### config.mk
export PLATFORM = sky130hd
export DESIGN_NAME = ofs_plat_host_chan_align_tx_tlps_gen
export DESIGN_NICKNAME = d
export VERILOG_FILES = /design/src/rtl/ofs_plat_host_chan_align_pkg.sv /design/src/rtl/ofs_plat_host_chan_align_skid.sv /design/src/rtl/ofs_plat_host_chan_align_tx_tlps_gen.sv
export SDC_FILE = /design/constraint.sdc
export NUM_CORES = 2
export LEC_CHECK = 0
export BUFFER_PORTS_ARGS = -buffer_cell sky130_fd_sc_hd__buf_2
export CORE_AREA = 2 2 575 577
export CTS_CLUSTER_SIZE = 24
export DETAILED_ROUTE_END_ITERATION = 6
export DIE_AREA = 0 0 577 579
export PLACE_DENSITY = 0.47
export REMOVE_ABC_BUFFERS = 1
export SLEW_MARGIN = 30
export SYNTH_ARGS = -nofsm -noshare
export SYNTH_HDL_FRONTEND = slang
export SYNTH_HIERARCHICAL = 1
export SYNTH_SLANG_ARGS = --single-unit
### constraint.sdc
create_clock -name clk -period 29.1 [get_ports clk]
set_clock_uncertainty 0.2 [all_clocks]
set_input_delay 1.455 -clock clk [delete_from_list [all_inputs] [get_ports clk]]
set_output_delay 1.455 -clock clk [all_outputs]
set_load 0.02 [all_outputs]
### src/rtl/ofs_plat_host_chan_align_pkg.sv
// Shared types and helpers for the host-channel TX TLP aligner.
// Latency: none (types, constants and pure functions only).
// Backpressure: not applicable.
package ofs_plat_host_chan_align_pkg;

  // Default bus geometry: PCIe SS 512-bit data path with a 256-bit header.
  localparam int ALIGN_TDATA_WIDTH = 512;
  localparam int ALIGN_HDR_WIDTH   = 256;

  // Widest keep vector the contiguity check can handle (2048-bit tdata).
  localparam int KEEP_MAX = 256;

  typedef enum logic [1:0] {
    SOP   = 2'd0,
    BODY  = 2'd1,
    FLUSH = 2'd2
  } t_align_state;

  // Payload bits that fit in a beat after the header (D).
  function automatic int data_bits_after_hdr(input int tdata_w, input int hdr_w);
    return tdata_w - hdr_w;
  endfunction

  // Payload bytes that fit in a beat after the header (DK).
  function automatic int data_bytes_after_hdr(input int tdata_w, input int hdr_w);
    return (tdata_w - hdr_w) / 8;
  endfunction

  // Header bytes (HK).
  function automatic int hdr_bytes(input int hdr_w);
    return hdr_w / 8;
  endfunction

  // A keep is contiguous from bit 0 when it has the form 2^k-1, i.e. adding
  // one carries through every set bit and leaves nothing in common with it.
  function automatic logic keep_is_contiguous(input logic [KEEP_MAX-1:0] keep);
    return (keep & (keep + KEEP_MAX'(1))) == '0;
  endfunction

endpackage

### src/rtl/ofs_plat_host_chan_align_skid.sv
// Two-entry skid buffer with a registered head, generic payload width.
// Latency: 1 cycle from input accept to out_vld_o.
// Backpressure: in_rdy_o drops only when both entries are held; sustains one beat per cycle.
module ofs_plat_host_chan_align_skid #(
  parameter int WIDTH = 8
) (
  input  logic             clk,
  input  logic             reset_n,
  input  logic             in_vld_i,
  output logic             in_rdy_o,
  input  logic [WIDTH-1:0] in_dat_i,
  output logic             out_vld_o,
  input  logic             out_rdy_i,
  output logic [WIDTH-1:0] out_dat_o
);

  logic [WIDTH-1:0] mem_q [2];
  logic             wr_ptr_q;
  logic             rd_ptr_q;
  logic [1:0]       cnt_q;
  logic [1:0]       cnt_d;
  logic             push;
  logic             pop;

  assign in_rdy_o  = (cnt_q != 2'd2);
  assign out_vld_o = (cnt_q != 2'd0);
  assign out_dat_o = mem_q[rd_ptr_q];

  assign push  = in_vld_i && in_rdy_o;
  assign pop   = out_vld_o && out_rdy_i;
  assign cnt_d = cnt_q + {1'b0, push} - {1'b0, pop};

  // Occupancy and pointer bookkeeping.
  always_ff @(posedge clk or negedge reset_n) begin
    if (!reset_n) begin
      wr_ptr_q <= 1'b0;
      rd_ptr_q <= 1'b0;
      cnt_q    <= 2'd0;
    end else begin
      cnt_q <= cnt_d;
      if (push) wr_ptr_q <= ~wr_ptr_q;
      if (pop)  rd_ptr_q <= ~rd_ptr_q;
    end
  end

  // Payload storage; the head entry is never overwritten while it is valid.
  always_ff @(posedge clk) begin
    if (push) mem_q[wr_ptr_q] <= in_dat_i;
  end

endmodule

### src/rtl/ofs_plat_host_chan_align_tx_tlps_gen.sv
// Merges out-of-band PCIe SS headers with raw TLP payload into an in-band, header-aligned TLP stream.
// Latency: 1 cycle input accept to out_tvalid with OUT_REG=1, 0 cycles with OUT_REG=0.
// Backpressure: inputs accepted only when the output stage can take a beat; header and first data beat accepted together.
module ofs_plat_host_chan_align_tx_tlps_gen
  import ofs_plat_host_chan_align_pkg::*;
#(
  parameter int TDATA_WIDTH = ALIGN_TDATA_WIDTH,
  parameter int HDR_WIDTH   = ALIGN_HDR_WIDTH,
  parameter int OUT_REG     = 1,
  parameter int CNT_WIDTH   = 32
) (
  input  logic                     clk,
  input  logic                     reset_n,

  input  logic                     hdr_tvalid,
  output logic                     hdr_tready,
  input  logic [HDR_WIDTH-1:0]     hdr_tdata,
  input  logic                     hdr_dm_mode,
  input  logic                     hdr_has_data,

  input  logic                     data_tvalid,
  output logic                     data_tready,
  input  logic [TDATA_WIDTH-1:0]   data_tdata,
  input  logic [TDATA_WIDTH/8-1:0] data_tkeep,
  input  logic                     data_tlast,

  output logic                     out_tvalid,
  input  logic                     out_tready,
  output logic [TDATA_WIDTH-1:0]   out_tdata,
  output logic [TDATA_WIDTH/8-1:0] out_tkeep,
  output logic                     out_tlast,
  output logic                     out_sop,
  output logic                     out_eop,
  output logic                     out_dm_mode,

  output logic                     err_keep_gap,
  output logic [CNT_WIDTH-1:0]     tlp_count
);

  localparam int D  = data_bits_after_hdr(TDATA_WIDTH, HDR_WIDTH);
  localparam int DK = data_bytes_after_hdr(TDATA_WIDTH, HDR_WIDTH);
  localparam int HK = hdr_bytes(HDR_WIDTH);
  localparam int KW = TDATA_WIDTH / 8;

  typedef struct packed {
    logic                   dm_mode;
    logic                   sop;
    logic                   last;
    logic [KW-1:0]          keep;
    logic [TDATA_WIDTH-1:0] data;
  } t_beat;

  localparam int BEAT_W = $bits(t_beat);

  t_align_state         state_q;
  logic [HDR_WIDTH-1:0] res_q;
  logic [HK-1:0]        res_keep_q;
  logic                 live_q;
  logic                 err_q;
  logic [CNT_WIDTH-1:0] cnt_q;
  logic [CNT_WIDTH-1:0] cnt_d;

  logic  rdy;
  logic  hdr_offer;
  logic  body_offer;
  logic  flush_offer;
  logic  beat_offer;
  logic  beat_go;
  logic  data_go;
  logic  gap;
  t_beat beat;
  t_beat out_beat;
  logic  out_vld;

  // Work out which transfer the current state could make, ignoring the sink.
  // live_q keeps every ready low while reset is held.
  always_comb begin
    hdr_offer   = live_q && (state_q == SOP) && hdr_tvalid && (!hdr_has_data || data_tvalid);
    body_offer  = live_q && (state_q == BODY) && data_tvalid;
    flush_offer = live_q && (state_q == FLUSH);
  end

  assign beat_offer  = hdr_offer || body_offer || flush_offer;
  assign beat_go     = beat_offer && rdy;
  assign data_go     = rdy && (body_offer || (hdr_offer && hdr_has_data));
  assign hdr_tready  = hdr_offer && rdy;
  assign data_tready = data_go;
  assign gap         = !keep_is_contiguous(KEEP_MAX'(data_tkeep));

  // Assemble the outgoing beat: header or carried residue low, fresh payload high.
  // A set residue keep byte 0 means the tail spills into one more beat.
  always_comb begin
    beat = '0;
    case (state_q)
      SOP: begin
        beat.sop                  = 1'b1;
        beat.dm_mode              = hdr_dm_mode;
        beat.data[HDR_WIDTH-1:0]  = hdr_tdata;
        beat.keep[HK-1:0]         = '1;
        if (hdr_has_data) begin
          beat.data[HDR_WIDTH +: D] = data_tdata[D-1:0];
          beat.keep[HK +: DK]       = data_tkeep[DK-1:0];
          beat.last                 = data_tlast && !data_tkeep[DK];
        end else begin
          beat.last = 1'b1;
        end
      end
      BODY: begin
        beat.data[HDR_WIDTH-1:0]  = res_q;
        beat.data[HDR_WIDTH +: D] = data_tdata[D-1:0];
        beat.keep[HK-1:0]         = res_keep_q;
        beat.keep[HK +: DK]       = data_tkeep[DK-1:0];
        beat.last                 = data_tlast && !data_tkeep[DK];
      end
      FLUSH: begin
        beat.data[HDR_WIDTH-1:0] = res_q;
        beat.keep[HK-1:0]        = res_keep_q;
        beat.last                = 1'b1;
      end
      default: beat = '0;
    endcase
  end

  // Alignment FSM with residue capture and keep-gap flag.
  always_ff @(posedge clk or negedge reset_n) begin
    if (!reset_n) begin
      state_q    <= SOP;
      res_q      <= '0;
      res_keep_q <= '0;
      live_q     <= 1'b0;
      err_q      <= 1'b0;
    end else begin
      live_q <= 1'b1;
      err_q  <= data_go && gap;
      if (data_go) begin
        res_q      <= data_tdata[D +: HDR_WIDTH];
        res_keep_q <= data_tkeep[DK +: HK];
      end
      if (beat_go) begin
        case (state_q)
          SOP, BODY: begin
            if (data_go) begin
              if (!data_tlast)        state_q <= BODY;
              else if (data_tkeep[DK]) state_q <= FLUSH;
              else                    state_q <= SOP;
            end
          end
          FLUSH:   state_q <= SOP;
          default: state_q <= SOP;
        endcase
      end
    end
  end

  generate
    if (OUT_REG != 0) begin : g_skid
      logic skid_rdy;

      ofs_plat_host_chan_align_skid #(
        .WIDTH (BEAT_W)
      ) u_skid (
        .clk       (clk),
        .reset_n   (reset_n),
        .in_vld_i  (beat_offer),
        .in_rdy_o  (skid_rdy),
        .in_dat_i  (beat),
        .out_vld_o (out_vld),
        .out_rdy_i (out_tready),
        .out_dat_o (out_beat)
      );

      assign rdy = skid_rdy;
    end else begin : g_comb
      assign out_vld  = beat_offer;
      assign out_beat = beat;
      assign rdy      = out_tready;
    end
  endgenerate

  assign out_tvalid  = out_vld;
  assign out_tdata   = out_beat.data;
  assign out_tkeep   = out_beat.keep;
  assign out_tlast   = out_beat.last;
  assign out_eop     = out_beat.last;
  assign out_sop     = out_beat.sop;
  assign out_dm_mode = out_beat.dm_mode;

  assign cnt_d = cnt_q + CNT_WIDTH'(1);

  // Count TLPs as their last beat leaves; wraps naturally.
  always_ff @(posedge clk or negedge reset_n) begin
    if (!reset_n) begin
      cnt_q <= '0;
    end else if (out_vld && out_tready && out_beat.last) begin
      cnt_q <= cnt_d;
    end
  end

  assign err_keep_gap = err_q;
  assign tlp_count    = cnt_q;

endmodule

# == After elaboration in Yosys (flattened, before gate mapping) ==
# Memory sizes are Yosys's and may differ from the RTL's.
# Cells that the tools add are included.
# classes
n_addsub,4
n_eq_ne,4
mux,15
bitwise_logic,3
reduce_logical,27
# ops
operator,n
case mux 256 bit (2 select lines),2
zero test 256 bit,1
2-to-1 mux 256 bit,1
case mux 32 bit (2 select lines),2
"adder 64 x 1 -> 65 bit, second input constant",1
bitwise AND 64 x 65 -> 65 bit,1
"adder 32 x 1 -> 32 bit, second input constant",1
2-to-1 mux 32 bit,1
logical AND 1 bit,14
2-to-1 mux 2 bit,5
logical OR 1 bit,4
"inequality test 2 bit, second input constant",2
OR reduction 2 bit,2
zero test 1 bit,3
2-to-1 mux 1 bit,3
case mux 1 bit (3 select lines),1
adder 2 x 1 -> 2 bit,1
"equality test 2 x 1 -> 1 bit, second input constant",1
"equality test 2 bit, second input constant",1
zero test 2 bit,1
inverter 1 bit,2
AND reduction 2 bit,1
nonzero test 2 bit,1
subtractor 2 x 1 -> 2 bit,1
# totals
register_bits,328
ramBits,1158
inputBits,840
mem_count,1
# mem_list
name,words,width,rd,rd_clocked_by_memory_dff,write_ports,line,source
g_skid.u_skid.mem_q,2,579,1,0,1,ofs_plat_host_chan_align_skid.sv:17,logic [WIDTH-1:0] mem_q [2];

# == Longest topological paths before layout ==
# logic_depth
depth_word,9
mapped_depth,12
ltp_nobuf,11

# == Cells and area by module ==
# The synthesis kept the hierarchy.
# by_module_without_submodules
mod,instances,cells_each,area_each_um2,seq_area_each_um2
ofs_plat_host_chan_align_skid,1,1819,42709.7,34873.4
ofs_plat_host_chan_align_tx_tlps_gen,1,2508,18624.1,8107.8

# == Worst setup path after synthesis ==
# No wires, ideal clock.
# synth_timing
kind,input -> register
startpoint,input port hdr_has_data
endpoint,"memory g_skid.u_skid/mem_q[0][0] (netlist bit), enable pin"
arrival_time_ns,25.922
required_time_ns,27.365
slack_ns,1.442
path_stages,5
path_buffers,0
cell_sequence,nand3b_1 -> a21oi_1 -> o21a_1 -> nand2_1 -> nor2_1
# synth_via
elab_chain_len,8
# synth_rtl
item,line,source
from (decl),ofs_plat_host_chan_align_tx_tlps_gen.sv:19,"input logic hdr_has_data,"
zero test 1 bit,ofs_plat_host_chan_align_tx_tlps_gen.sv:78,hdr_offer = live_q && (state_q == SOP) && hdr_tvalid && (!hdr_has_data || data_tvalid);
logical OR 1 bit,ofs_plat_host_chan_align_tx_tlps_gen.sv:78,
logical AND 1 bit,ofs_plat_host_chan_align_tx_tlps_gen.sv:78,
logical OR 1 bit (2 in a row),ofs_plat_host_chan_align_tx_tlps_gen.sv:83,assign beat_offer = hdr_offer || body_offer || flush_offer;
net beat_offer,ofs_plat_host_chan_align_tx_tlps_gen.sv:67,logic beat_offer;
logical AND 1 bit,ofs_plat_host_chan_align_skid.sv:29,assign push = in_vld_i && in_rdy_o;
2-to-1 mux 1 bit,ofs_plat_host_chan_align_skid.sv:48,if (push) mem_q[wr_ptr_q] <= in_dat_i;
2-to-1 mux 1 bit (implied by the code),ofs_plat_host_chan_align_skid.sv:48,
to (decl),ofs_plat_host_chan_align_skid.sv:17,
# The timed path passes the listed nets, and every way through them passes these cells.

# == Worst setup path in the final report ==
# layout_timing
startpoint,register g_skid.u_skid.rd_ptr_q
endpoint,output port out_tdata[269]
# layout_via
elab_chain_len,1
# layout_rtl
item,line,source
from (decl),ofs_plat_host_chan_align_skid.sv:19,logic rd_ptr_q;
from (signal assigned),ofs_plat_host_chan_align_skid.sv:42,if (pop) rd_ptr_q <= ~rd_ptr_q;
memory read (2 x 579 bit),--,
to (decl),ofs_plat_host_chan_align_tx_tlps_gen.sv:29,"output logic [TDATA_WIDTH-1:0] out_tdata,"
# No other way between the ends.

==> reports/qor.txt <==
remaining global-route overflow - 0
layout net count - 6,612
clock root buffer - clkbuf_16
RSZ-0062 raised after global routing - false
Hold Path Sink - res_q[237]
fin. max-slew vios - 0
PD cells - 114 nW/um^2
Min Clock Period, post-route - 7.69 ns
Clock H-tree levels - 4
reg2reg end - g_skid.u_skid/mem_q[1][266]
mapped cell area - 61,300 um^2
ANT nets after route - 0
final cycle utilization of the critical path - 26.4%
clk_lat worst skew - 0.85 ns
die area - 334,000 um^2
setup TNS - 0 ns
ratio of cells with drive above 1 in the final layout - 40.3%
DIE HEIGHT - 579 um
CP bufs+invs - 6
CTS tree - yes
# fillers - 34,900
post-synthesis sequential area ratio - 70.1%
CP Capture Type - primary output
Leakage Power - 31.9 nW
Core Box Area - 329,000 um^2
Tightest Pin Transition - 0.986 ns
Yosys warnings - 6
Hold Path Class - reg2reg
gpl congestion - 0.882
CTS Buf Count - 173
CP cell instances - buf_4 -> buf_4 -> buf_4 -> buf_6 -> buf_4 -> mux2_2 -> buf_2
CP delay by family, top - buffers and inverters
clock slew at reported path FFs - 0.06 ns
critical path type - reg2out
area growth from synthesis to layout - 29.1%
max_cap viols - 0
total global-route track usage - 14.5%
Detailed Route Iter0 Violations - 3,273
Post-synth EDFFs - 1,158
vias - 41,700
antenna violations before repair - 110
clock sink count - 1,486
Fin. Hold Viols - 0
IO Port Bufs - 1,455
crit path DAT - 6.03 ns
f_max - 130 MHz
hold_buf cts - 0
Pre-Repair DR Iteration Count - 6
Starting Density - 18.7%
main flop type after synthesis - edfxtp_1
reg2reg path depth - 11
Cell Area, Placed - 73,600 um^2
estimated wirelength of the detail-placed design - 196,000 um
Post-CTS Resized - 0
Avg WL per Cell - 24.7 um
Hold Path Origin - res_q[237]
Final Setup Violations - 0
Worst Path Max Fanout - 62
FP Rows - 211
VDD IR-drop max - 106 uV
WL final - 255,000 um
WP data required - 27.44 ns
Min-Delay Path Depth - 2
critical path startpoint category - flip-flop
syn_area_per_cell - 14.2 um^2
register bit total from synthesis - 1,486
Die Span X - 577 um
post-layout worst setup margin - 21.41 ns
first-pass GRT wire length - 341,000 um
Critical Path Max Stage Delay - 0.86 ns
Post-Syn Instances - 4,327
worst reg2reg setup slack - 22.17 ns
outcome - complete, no violations
vias in the first global route - 42,100
Post-CTS Setup Inserts - 0
DRC - 0
largest net degree at the start of global routing - 157
slew margin rel. - 34.3%
cell mode on critical path - buf_4
synth unique cells - 51
I/O Pins - 1,456
clock tree buffer depth - 4
design area - 79,200 um^2
Critical R2R Launch - state_q[0]
Worst path slowest cell - dfrtp_4
async set-reset flop share out of synthesis - 22.1%
Via density - 4.05
Place WS - 21.51 ns
Fin Hold WS - 0.275 ns
==> metrics by stage <==
step	power (mW)	std cells	utilization, %
floorplan	6.41	4067	-
global placement	7.00	9955	22.4
detailed placement	7.05	9956	22.4
CTS	9.22	10300	24.1
global route	9.55	10300	24.1
finish	9.07	10300	24.1
==> layer usage <==
metal / vias up / wire, um / global-route usage, %
met5: - / 359 / 0
li1: 18400 / - / -
met3: 387 / 24500 / 5.00
met2: 1804 / 123000 / 24.6
met4: 58 / 8170 / 4.70
met1: 21100 / 98600 / 17.2
==> flip-flops by register name (all words and copies together), names as in the netlist <==
signal,count
g_skid.u_skid/cnt_q,2
live_q,1
res_keep_q,32
g_skid.u_skid/mem_q,1158
res_q,256
g_skid.u_skid/wr_ptr_q,1
g_skid.u_skid/rd_ptr_q,1
state_q,2
tlp_count,32
err_keep_gap,1
==> cell type report <==
cell class,instances,area (um^2),share of cell area [%]
clock inverters,80,739,0.934
clock buffers,239,4780,6.03
flip-flops and latches,1486,43000,54.3
inverters,17,71.3,0.0901
multi-input cells,2564,17200,21.7
diodes,40,100,0.126
well taps,4366,5460,6.90
repair buffers,1523,7900,9.97
==> how the worst max path moves through the flow <==
stage	startpoint	to	slack, ns	cells past startpoint
after floorplan	state_q[0]	g_skid.u_skid/mem_q[0][0]	-2.82	7
after global placement	hdr_has_data	g_skid.u_skid/mem_q[1][180]	21.53	10
after detailed placement	hdr_has_data	g_skid.u_skid/mem_q[1][180]	21.51	10
after CTS	g_skid.u_skid/rd_ptr_q	out_tdata[269]	21.00	7
after global routing	g_skid.u_skid/rd_ptr_q	out_tdata[269]	21.05	7
final	g_skid.u_skid/rd_ptr_q	out_tdata[269]	21.41	7
==> cell families (layout without fill, tap and decap cells) <==
family / count (synthesis) / count (layout) / share of synthesized area, %
compound gates: 350 / 350 / 4.04
xor+xnor: 35 / 35 / 0.500
fa+ha+maj: 7 / 7 / 0.143
buf+inv: 277 / 1859 / 2.07
flops: 1486 / 1486 / 70.1
mux: 580 / 580 / 11.9
other cells: 1 / 41 / 0.00611
simple gates: 1591 / 1591 / 11.3
==> cell usage after synthesis (26+ instances only) <==
cell         n  area [um^2]
nor2b_1    284         1780
nand2_1    899         3370
edfxtp_1  1158        34800
mux2_2     380         4280
mux2_4     200         3000
dfrtp_1    328         8210
buf_2       43          215
clkbuf_1   189          709
a22oi_1    257         1930
a21oi_1     43          215
xnor2_1     26          228
nor2_1     323         1210
==> power breakdown <==
group | leakage [nW] | switching, mW | internal (mW)
clock network | 2.70 | 0.919 | 1.21
logic | 14.4 | 2.48 | 1.10
registers | 14.8 | 0.211 | 3.15
==> cell usage in the layout, fill, tap and decap left out, drive strengths merged, types with 40 or more instances in the layout <==
cell / netlist / final
mux2: 580 / 580
a22oi: 257 / 257
nand2: 899 / 899
buf: 71 / 1523
nor2b: 284 / 284
nor2: 323 / 323
clkinv: 2 / 62
a21oi: 43 / 43
clkbuf: 189 / 239
diode: 0 / 40
edfxtp: 1158 / 1158
dfrtp: 328 / 328
==> worst min-delay path: cells and delay by family (launching register included) <==
family,cells,cell delay [ns]
flip-flops,1,0.34
AND/OR/NAND/NOR,2,0.10
(Power assumes the default switching activity.)
